`config.mk`:
```
export PLATFORM = sky130hd
export DESIGN_NAME = puf_result_reader_flat
export DESIGN_NICKNAME = d
export VERILOG_FILES = /design/src/rtl/puf_pkg.sv /design/src/rtl/puf_result_reader_if.sv /design/src/rtl/sync_2ff.sv /design/src/rtl/puf_result_reader.sv /design/src/flat_wrapper.sv
export SDC_FILE = /design/constraint.sdc
export NUM_CORES = 1
export LEC_CHECK = 0
export ABC_AREA = 1
export BUFFER_PORTS_ARGS = -buffer_cell sky130_fd_sc_hd__buf_4
export CORE_ASPECT_RATIO = 1.4
export CORE_UTILIZATION = 30
export CTS_BUF_LIST = sky130_fd_sc_hd__clkbuf_8 sky130_fd_sc_hd__clkbuf_16
export DETAILED_ROUTE_END_ITERATION = 10
export GPL_TIMING_DRIVEN = 0
export PLACE_DENSITY = 0.5
export SYNTH_ARGS = -nofsm -noshare
export SYNTH_HDL_FRONTEND = slang
export SYNTH_SLANG_ARGS = --single-unit
```
`constraint.sdc`:
```
create_clock -name clk -period 2.2 [get_ports clk]
set_clock_uncertainty 0.05 [all_clocks]
set_input_delay 0.44 -clock clk [delete_from_list [all_inputs] [get_ports clk]]
set_output_delay 0.44 -clock clk [all_outputs]
set_load 0.01 [all_outputs]
```
`src/rtl/puf_pkg.sv`:
```
// Constants and FSM encoding shared by the result-memory writer (test FSM)
// and the result reader.
package puf_pkg;

    localparam int RES_BASE_ADDR  = 1;
    localparam int RES_NUM_WORDS  = 8;
    localparam int RES_DATA_WIDTH = 8;

    typedef enum logic [2:0] {
        ST_IDLE,
        ST_ISSUE,
        ST_WAIT,
        ST_SEND,
        ST_CSUM,
        ST_DONE
    } rd_state_e;

endpackage

```
`src/rtl/puf_result_reader_if.sv`:
```
// Result-RAM read port plus the byte stream and status toward the SIRC handler.
interface puf_result_reader_if
    import puf_pkg::*;
#(
    parameter int ADDR_WIDTH = 13,
    parameter int DATA_WIDTH = RES_DATA_WIDTH
);
    logic                  mem_re;
    logic [ADDR_WIDTH-1:0] mem_raddr;
    logic [DATA_WIDTH-1:0] mem_dout;
    logic [DATA_WIDTH-1:0] tx_data;
    logic                  tx_valid;
    logic                  tx_ready;
    logic                  busy;
    logic                  rd_done;

    modport master (
        output mem_re, mem_raddr, tx_data, tx_valid, busy, rd_done,
        input  mem_dout, tx_ready
    );

    modport slave (
        input  mem_re, mem_raddr, tx_data, tx_valid, busy, rd_done,
        output mem_dout, tx_ready
    );
endinterface

```
`src/rtl/sync_2ff.sv`:
```
// Two-flop synchroniser for a single level crossing into clk.
module sync_2ff (
    input  logic clk,
    input  logic rst_n,
    input  logic i_d,
    output logic o_q
);
    logic r_meta;
    logic r_sync;

    always_ff @(posedge clk or negedge rst_n) begin
        if (!rst_n) begin
            r_meta <= 1'b0;
            r_sync <= 1'b0;
        end else begin
            r_meta <= i_d;
            r_sync <= r_meta;
        end
    end

    assign o_q = r_sync;
endmodule

```
`src/rtl/puf_result_reader.sv`:
```
// Reads NUM_WORDS pass counts from the result RAM after test_done rises and
// streams them, followed by a mod-2^DATA_WIDTH checksum byte.
module puf_result_reader
    import puf_pkg::*;
#(
    parameter int ADDR_WIDTH = 13,
    parameter int DATA_WIDTH = RES_DATA_WIDTH,
    parameter int BASE_ADDR  = RES_BASE_ADDR,
    parameter int NUM_WORDS  = RES_NUM_WORDS,
    parameter int RD_LATENCY = 1
) (
    input  logic                 clk,
    input  logic                 rst_n,
    input  logic                 test_done,
    puf_result_reader_if.master  bus
);
    localparam int IDX_W = $clog2(NUM_WORDS + 1);

    if (BASE_ADDR + NUM_WORDS - 1 >= (1 << ADDR_WIDTH)) begin : g_addr_range_bad
        $error("puf_result_reader: BASE_ADDR+NUM_WORDS-1 exceeds ADDR_WIDTH");
    end
    if (RD_LATENCY < 1 || RD_LATENCY > 3) begin : g_latency_bad
        $error("puf_result_reader: RD_LATENCY must be 1..3");
    end

    logic w_td_sync;
    logic r_td_prev;
    logic w_start;

    sync_2ff u_sync (
        .clk   (clk),
        .rst_n (rst_n),
        .i_d   (test_done),
        .o_q   (w_td_sync)
    );

    assign w_start = w_td_sync & ~r_td_prev;

    rd_state_e             r_state,    w_state;
    logic [IDX_W-1:0]      r_idx,      w_idx;
    logic [DATA_WIDTH-1:0] r_csum,     w_csum;
    logic [1:0]            r_lat,      w_lat;
    logic                  r_mem_re,   w_mem_re;
    logic [ADDR_WIDTH-1:0] r_raddr,    w_raddr;
    logic [DATA_WIDTH-1:0] r_tx_data,  w_tx_data;
    logic                  r_tx_valid, w_tx_valid;
    logic                  r_busy,     w_busy;
    logic                  r_rd_done,  w_rd_done;

    always_ff @(posedge clk or negedge rst_n) begin
        if (!rst_n) begin
            r_state    <= ST_IDLE;
            r_td_prev  <= 1'b0;
            r_idx      <= '0;
            r_csum     <= '0;
            r_lat      <= '0;
            r_mem_re   <= 1'b0;
            r_raddr    <= '0;
            r_tx_data  <= '0;
            r_tx_valid <= 1'b0;
            r_busy     <= 1'b0;
            r_rd_done  <= 1'b0;
        end else begin
            r_state    <= w_state;
            r_td_prev  <= w_td_sync;
            r_idx      <= w_idx;
            r_csum     <= w_csum;
            r_lat      <= w_lat;
            r_mem_re   <= w_mem_re;
            r_raddr    <= w_raddr;
            r_tx_data  <= w_tx_data;
            r_tx_valid <= w_tx_valid;
            r_busy     <= w_busy;
            r_rd_done  <= w_rd_done;
        end
    end

    // Outputs are registered, so mem_re/raddr are loaded on the transition
    // into ISSUE and are therefore valid for exactly the ISSUE cycle.
    always_comb begin
        w_state    = r_state;
        w_idx      = r_idx;
        w_csum     = r_csum;
        w_lat      = r_lat;
        w_mem_re   = 1'b0;
        w_raddr    = r_raddr;
        w_tx_data  = r_tx_data;
        w_tx_valid = r_tx_valid;
        w_busy     = r_busy;
        w_rd_done  = r_rd_done;
        case (r_state)
            ST_IDLE: begin
                if (w_start) begin
                    w_state   = ST_ISSUE;
                    w_idx     = '0;
                    w_csum    = '0;
                    w_busy    = 1'b1;
                    w_rd_done = 1'b0;
                    w_mem_re  = 1'b1;
                    w_raddr   = ADDR_WIDTH'(BASE_ADDR);
                end
            end
            ST_ISSUE: begin
                w_lat   = 2'(RD_LATENCY);
                w_state = ST_WAIT;
            end
            ST_WAIT: begin
                if (r_lat <= 2'd1) begin
                    w_tx_data  = bus.mem_dout;
                    w_tx_valid = 1'b1;
                    w_state    = ST_SEND;
                end else begin
                    w_lat = r_lat - 2'd1;
                end
            end
            ST_SEND: begin
                if (bus.tx_ready) begin
                    w_csum     = r_csum + r_tx_data;
                    w_idx      = r_idx + 1'b1;
                    w_tx_valid = 1'b0;
                    if (r_idx == IDX_W'(NUM_WORDS - 1)) begin
                        w_state = ST_CSUM;
                    end else begin
                        w_state  = ST_ISSUE;
                        w_mem_re = 1'b1;
                        w_raddr  = ADDR_WIDTH'(BASE_ADDR + int'(r_idx) + 1);
                    end
                end
            end
            ST_CSUM: begin
                if (!r_tx_valid) begin
                    w_tx_data  = r_csum;
                    w_tx_valid = 1'b1;
                end else if (bus.tx_ready) begin
                    w_tx_valid = 1'b0;
                    w_busy     = 1'b0;
                    w_rd_done  = 1'b1;
                    w_state    = ST_DONE;
                end
            end
            ST_DONE: begin
                w_rd_done = 1'b1;
                if (!w_td_sync) begin
                    w_rd_done = 1'b0;
                    w_state   = ST_IDLE;
                end
            end
            default: w_state = ST_IDLE;
        endcase
    end

    assign bus.mem_re    = r_mem_re;
    assign bus.mem_raddr = r_raddr;
    assign bus.tx_data   = r_tx_data;
    assign bus.tx_valid  = r_tx_valid;
    assign bus.busy      = r_busy;
    assign bus.rd_done   = r_rd_done;
endmodule
```
`src/flat_wrapper.sv`:
```
// flat-port wrapper written by rule: the top's interface ports become plain ports
module puf_result_reader_flat import puf_pkg::*;
#(
    parameter int ADDR_WIDTH = 13,
    parameter int DATA_WIDTH = RES_DATA_WIDTH,
    parameter int BASE_ADDR  = RES_BASE_ADDR,
    parameter int NUM_WORDS  = RES_NUM_WORDS,
    parameter int RD_LATENCY = 1
)
  (clk, rst_n, test_done, bus_mem_re, bus_mem_raddr, bus_tx_data, bus_tx_valid, bus_busy, bus_rd_done, bus_mem_dout, bus_tx_ready);
  puf_result_reader_if #(.ADDR_WIDTH(ADDR_WIDTH), .DATA_WIDTH(DATA_WIDTH)) bus_i ();
  input  logic clk;
  input  logic rst_n;
  input  logic test_done;
  output wire logic [$bits(bus_i.mem_re)-1:0] bus_mem_re;
  output wire logic [$bits(bus_i.mem_raddr)-1:0] bus_mem_raddr;
  output wire logic [$bits(bus_i.tx_data)-1:0] bus_tx_data;
  output wire logic [$bits(bus_i.tx_valid)-1:0] bus_tx_valid;
  output wire logic [$bits(bus_i.busy)-1:0] bus_busy;
  output wire logic [$bits(bus_i.rd_done)-1:0] bus_rd_done;
  input wire logic [$bits(bus_i.mem_dout)-1:0] bus_mem_dout;
  input wire logic [$bits(bus_i.tx_ready)-1:0] bus_tx_ready;
  assign bus_mem_re = bus_i.mem_re;
  assign bus_mem_raddr = bus_i.mem_raddr;
  assign bus_tx_data = bus_i.tx_data;
  assign bus_tx_valid = bus_i.tx_valid;
  assign bus_busy = bus_i.busy;
  assign bus_rd_done = bus_i.rd_done;
  assign bus_i.mem_dout = bus_mem_dout;
  assign bus_i.tx_ready = bus_tx_ready;
  puf_result_reader #(.ADDR_WIDTH(ADDR_WIDTH), .DATA_WIDTH(DATA_WIDTH), .BASE_ADDR(BASE_ADDR), .NUM_WORDS(NUM_WORDS), .RD_LATENCY(RD_LATENCY)) u_core (.clk(clk), .rst_n(rst_n), .test_done(test_done), .bus(bus_i));
endmodule
```
==> impl_metrics.env <==
export IMPL_ys_ff_latch=38
export IMPL_cap_viol_max_count=0
export IMPL_firstDrtPassIters=4
export IMPL_synth_area_per_cell_um2=7.46
export IMPL_detail_route_iter0_violations=78
export IMPL_worstSetupStartpointType="flip-flop"
export IMPL_setup_reg_to_reg_worst_slack_ns=0.43
export IMPL_final_setup_viol_count=0
export IMPL_layout_area_overhead_vs_synth_pct=20.6
export IMPL_syn_instance_count=293
export IMPL_hold_path_class="in2async"
export IMPL_postSynth_topFlopCell="sky130_fd_sc_hd__dfrtp_1"
export IMPL_via_per_inst=4.45
export IMPL_clock_tree_buffer_depth=2
export IMPL_io_buffers=29
export IMPL_clock_latency_ns=0.29
export IMPL_overflow=0
export IMPL_run_status="finished clean"
export IMPL_dieArea_um2=7640
export IMPL_initial_antenna_violation_count=0
export IMPL_core_area_um2=7030
export IMPL_setup_repair_after_global_routing_missed_its_margin="false"
export IMPL_report_power_total_mw=3.10
export IMPL_cts_htree_levels=2
export IMPL_clock_sinks=38
export IMPL_num_nets_final=359
export IMPL_cts_hold_repair_buffers=0
export IMPL_post_cts_setup_buffer_count=0
export IMPL_utilization_pct=37.5
export IMPL_hpwl_um=3640
export IMPL_power_per_cell_area_nw_per_um2=1170
export IMPL_route_vias_total=1918
export IMPL_post_drt_wl_per_cell_um=11.4
export IMPL_worst_ep_required_time_ns=2.33
export IMPL_netlist_area_um2=2190
export IMPL_synth_cell_types=26
export IMPL_hold_ws_ns=0.0543
export IMPL_layout_drive_gt1_share_pct=18.8
export IMPL_synthesis_yosys_warnings=0
export IMPL_die_h_um=103
export IMPL_ios=37
export IMPL_clock_tree_from_tritoncts="yes"
export IMPL_die_x_um=74.2
export IMPL_fin_crit_ns=1.77
export IMPL_drc=0
export IMPL_criticalPathCategory="reg2reg"
export IMPL_antenna_violating_nets_post_route=0
export IMPL_endpoint_kind="flip-flop"
export IMPL_fraction_of_the_cycle_the_final_worst_path_needs_pct=80.3
export IMPL_slew_viol_final=0
export IMPL_starting_utilization_of_the_core_area_pct=31.1
export IMPL_p_leak_nw=1.47
export IMPL_routed_wirelength_um=4920
export IMPL_antenna_diode_count=0
export IMPL_worstPathMaxFanout=3
export IMPL_tritoncts_num_buffers=5
export IMPL_gr_usage_all_layers_pct=14.2
export IMPL_grt_pass1_vias=1815
export IMPL_place_congestion=0.832
export IMPL_fraction_of_the_yosys_area_taken_by_sequential_cells_pct=43.5
export IMPL_cts_reportedPaths_clkPinSlew_ns=0.08
export IMPL_floorplan_rows=36
export IMPL_synthArstFlopShare_pct=100
export IMPL_finalHoldViolations=0
export IMPL_worst_ep_arrival_time_ns=1.89
export IMPL_cts_root_buffer="sky130_fd_sc_hd__clkbuf_8"
export IMPL_grt_pass1_wl_um=8200
export IMPL_grt_start_max_net_pins=39
export IMPL_fmax_mhz=566
export IMPL_ir_drop_v=0.000498
export IMPL_post_cts_resized_instances=0
export IMPL_synth_edff_count=0
export IMPL_totalNegativeSetupSlack_ns=0
[final cells by class]
class,count,area (um2)
Timing Repair Buffer,29,218
Multi-Input combinational cell,221,1080
Buffer,9,65.1
Sequential cell,38,951
Inverter,31,116
Tap cell,95,119
Clock inverter,2,8.76
Clock buffer,6,82.6
Fill cell,776,4390
[state kept, by name, indices dropped and copies added (netlist names)]
signal,flops
u_core.r_csum,8
u_core.bus.mem_re,1
u_core.u_sync.o_q,1
u_core.bus.tx_data,8
u_core.r_state,3
u_core.r_idx,4
u_core.bus.busy,1
u_core.r_td_prev,1
u_core.bus.mem_raddr,6
u_core.bus.rd_done,1
u_core.bus.tx_valid,1
u_core.u_sync.r_meta,1
u_core.r_lat,2
[cells by family (layout without fill, tap and decap cells)]
group / after synthesis / after routing / share of synthesized area, %
xor gates and xnor gates: 1 / 1 / 0.401
adders and majority gates: 12 / 12 / 7.21
and+or+nand+nor: 172 / 172 / 33.3
other: 1 / 7 / 0.171
DFF: 38 / 38 / 43.5
buffers and inverters: 40 / 77 / 8.30
AOI/OAI and AO/OA: 29 / 29 / 7.15
[stage by stage]
stage,std cells,instance area (um2),setup WS [ns]
after floorplan,299,2210,0.551
after global placement,423,2550,0.487
after detailed placement,423,2550,0.462
after CTS,431,2640,0.441
after global routing,431,2640,0.279
final,431,2640,0.433
[layer usage]
metal	track usage (%)	vias up	part of all wire [%]
met5	0	-	0
met4	4.88	0	1.2
met3	2.44	4	2.8
met2	25.7	33	51
met1	16.6	887	45
li1	-	994	-
[report_power, final]
| part | leakage, nW | internal, mW | switching, mW |
|---|---|---|---|
| Clock | 0.0524 | 0.249 | 0.247 |
| Sequential | 0.490 | 0.905 | 0.196 |
| Combinational | 0.927 | 0.598 | 0.900 |
[Yosys cell counts (2+ instances only)]
cell type,number,share of area [%]
sky130_fd_sc_hd__a21oi_1,7,1.6
sky130_fd_sc_hd__buf_4,8,2.7
sky130_fd_sc_hd__dfrtp_1,38,43
sky130_fd_sc_hd__ha_1,11,6.3
sky130_fd_sc_hd__inv_1,24,4.1
sky130_fd_sc_hd__inv_2,7,1.2
sky130_fd_sc_hd__nand2_1,118,20
sky130_fd_sc_hd__nand2_2,5,1.4
sky130_fd_sc_hd__nand3_1,22,5.0
sky130_fd_sc_hd__nand3b_1,3,1.0
sky130_fd_sc_hd__nand4_1,2,0.57
sky130_fd_sc_hd__nor2_1,16,2.7
sky130_fd_sc_hd__nor2_4,2,1.0
sky130_fd_sc_hd__o21ai_0,10,2.3
sky130_fd_sc_hd__o21ai_1,7,1.6
sky130_fd_sc_hd__o22ai_1,2,0.57
sky130_fd_sc_hd__or2_2,2,0.57
[worst max-delay path, stage by stage (launching register included)]
cell	delay [ns]
sky130_fd_sc_hd__dfrtp_1	0.41
sky130_fd_sc_hd__ha_1	0.24
sky130_fd_sc_hd__fa_1	0.43
sky130_fd_sc_hd__nand2_1	0.10
sky130_fd_sc_hd__nand2_1	0.08
sky130_fd_sc_hd__a21oi_1	0.15
sky130_fd_sc_hd__nor2_1	0.06
sky130_fd_sc_hd__nand3_1	0.08
sky130_fd_sc_hd__nand2_1	0.05
[layout by cell type (no fill, tap or decap), types with 2 or more instances in the layout]
cell type / count
sky130_fd_sc_hd__inv_2: 7
sky130_fd_sc_hd__nand2_1: 118
sky130_fd_sc_hd__nand4_1: 2
sky130_fd_sc_hd__or2_2: 2
sky130_fd_sc_hd__buf_4: 37
sky130_fd_sc_hd__nor2_1: 16
sky130_fd_sc_hd__o22ai_1: 2
sky130_fd_sc_hd__inv_1: 25
sky130_fd_sc_hd__nand2_2: 5
sky130_fd_sc_hd__nand3_1: 22
sky130_fd_sc_hd__dfrtp_1: 38
sky130_fd_sc_hd__o21ai_1: 7
sky130_fd_sc_hd__o21ai_0: 10
sky130_fd_sc_hd__clkbuf_8: 6
sky130_fd_sc_hd__conb_1: 7
sky130_fd_sc_hd__ha_1: 11
sky130_fd_sc_hd__a21oi_1: 7
sky130_fd_sc_hd__nand3b_1: 3
sky130_fd_sc_hd__nor2_4: 2
[worst paths after layout]
check,start,end,depth (start not counted)
worst max register to register,u_core.bus.tx_data[0],u_core.r_csum[4],8
max in group asynchronous,rst_n,u_core.bus.mem_raddr[2],1
worst max-delay path,u_core.bus.tx_data[0],u_core.r_csum[4],8
worst min register to register,u_core.u_sync.r_meta,u_core.u_sync.o_q,0
worst min-delay path,rst_n,u_core.bus.tx_data[6],1
min in group clk,test_done,u_core.u_sync.r_meta,1
Note: power is estimated with default switching activity, not from simulation.
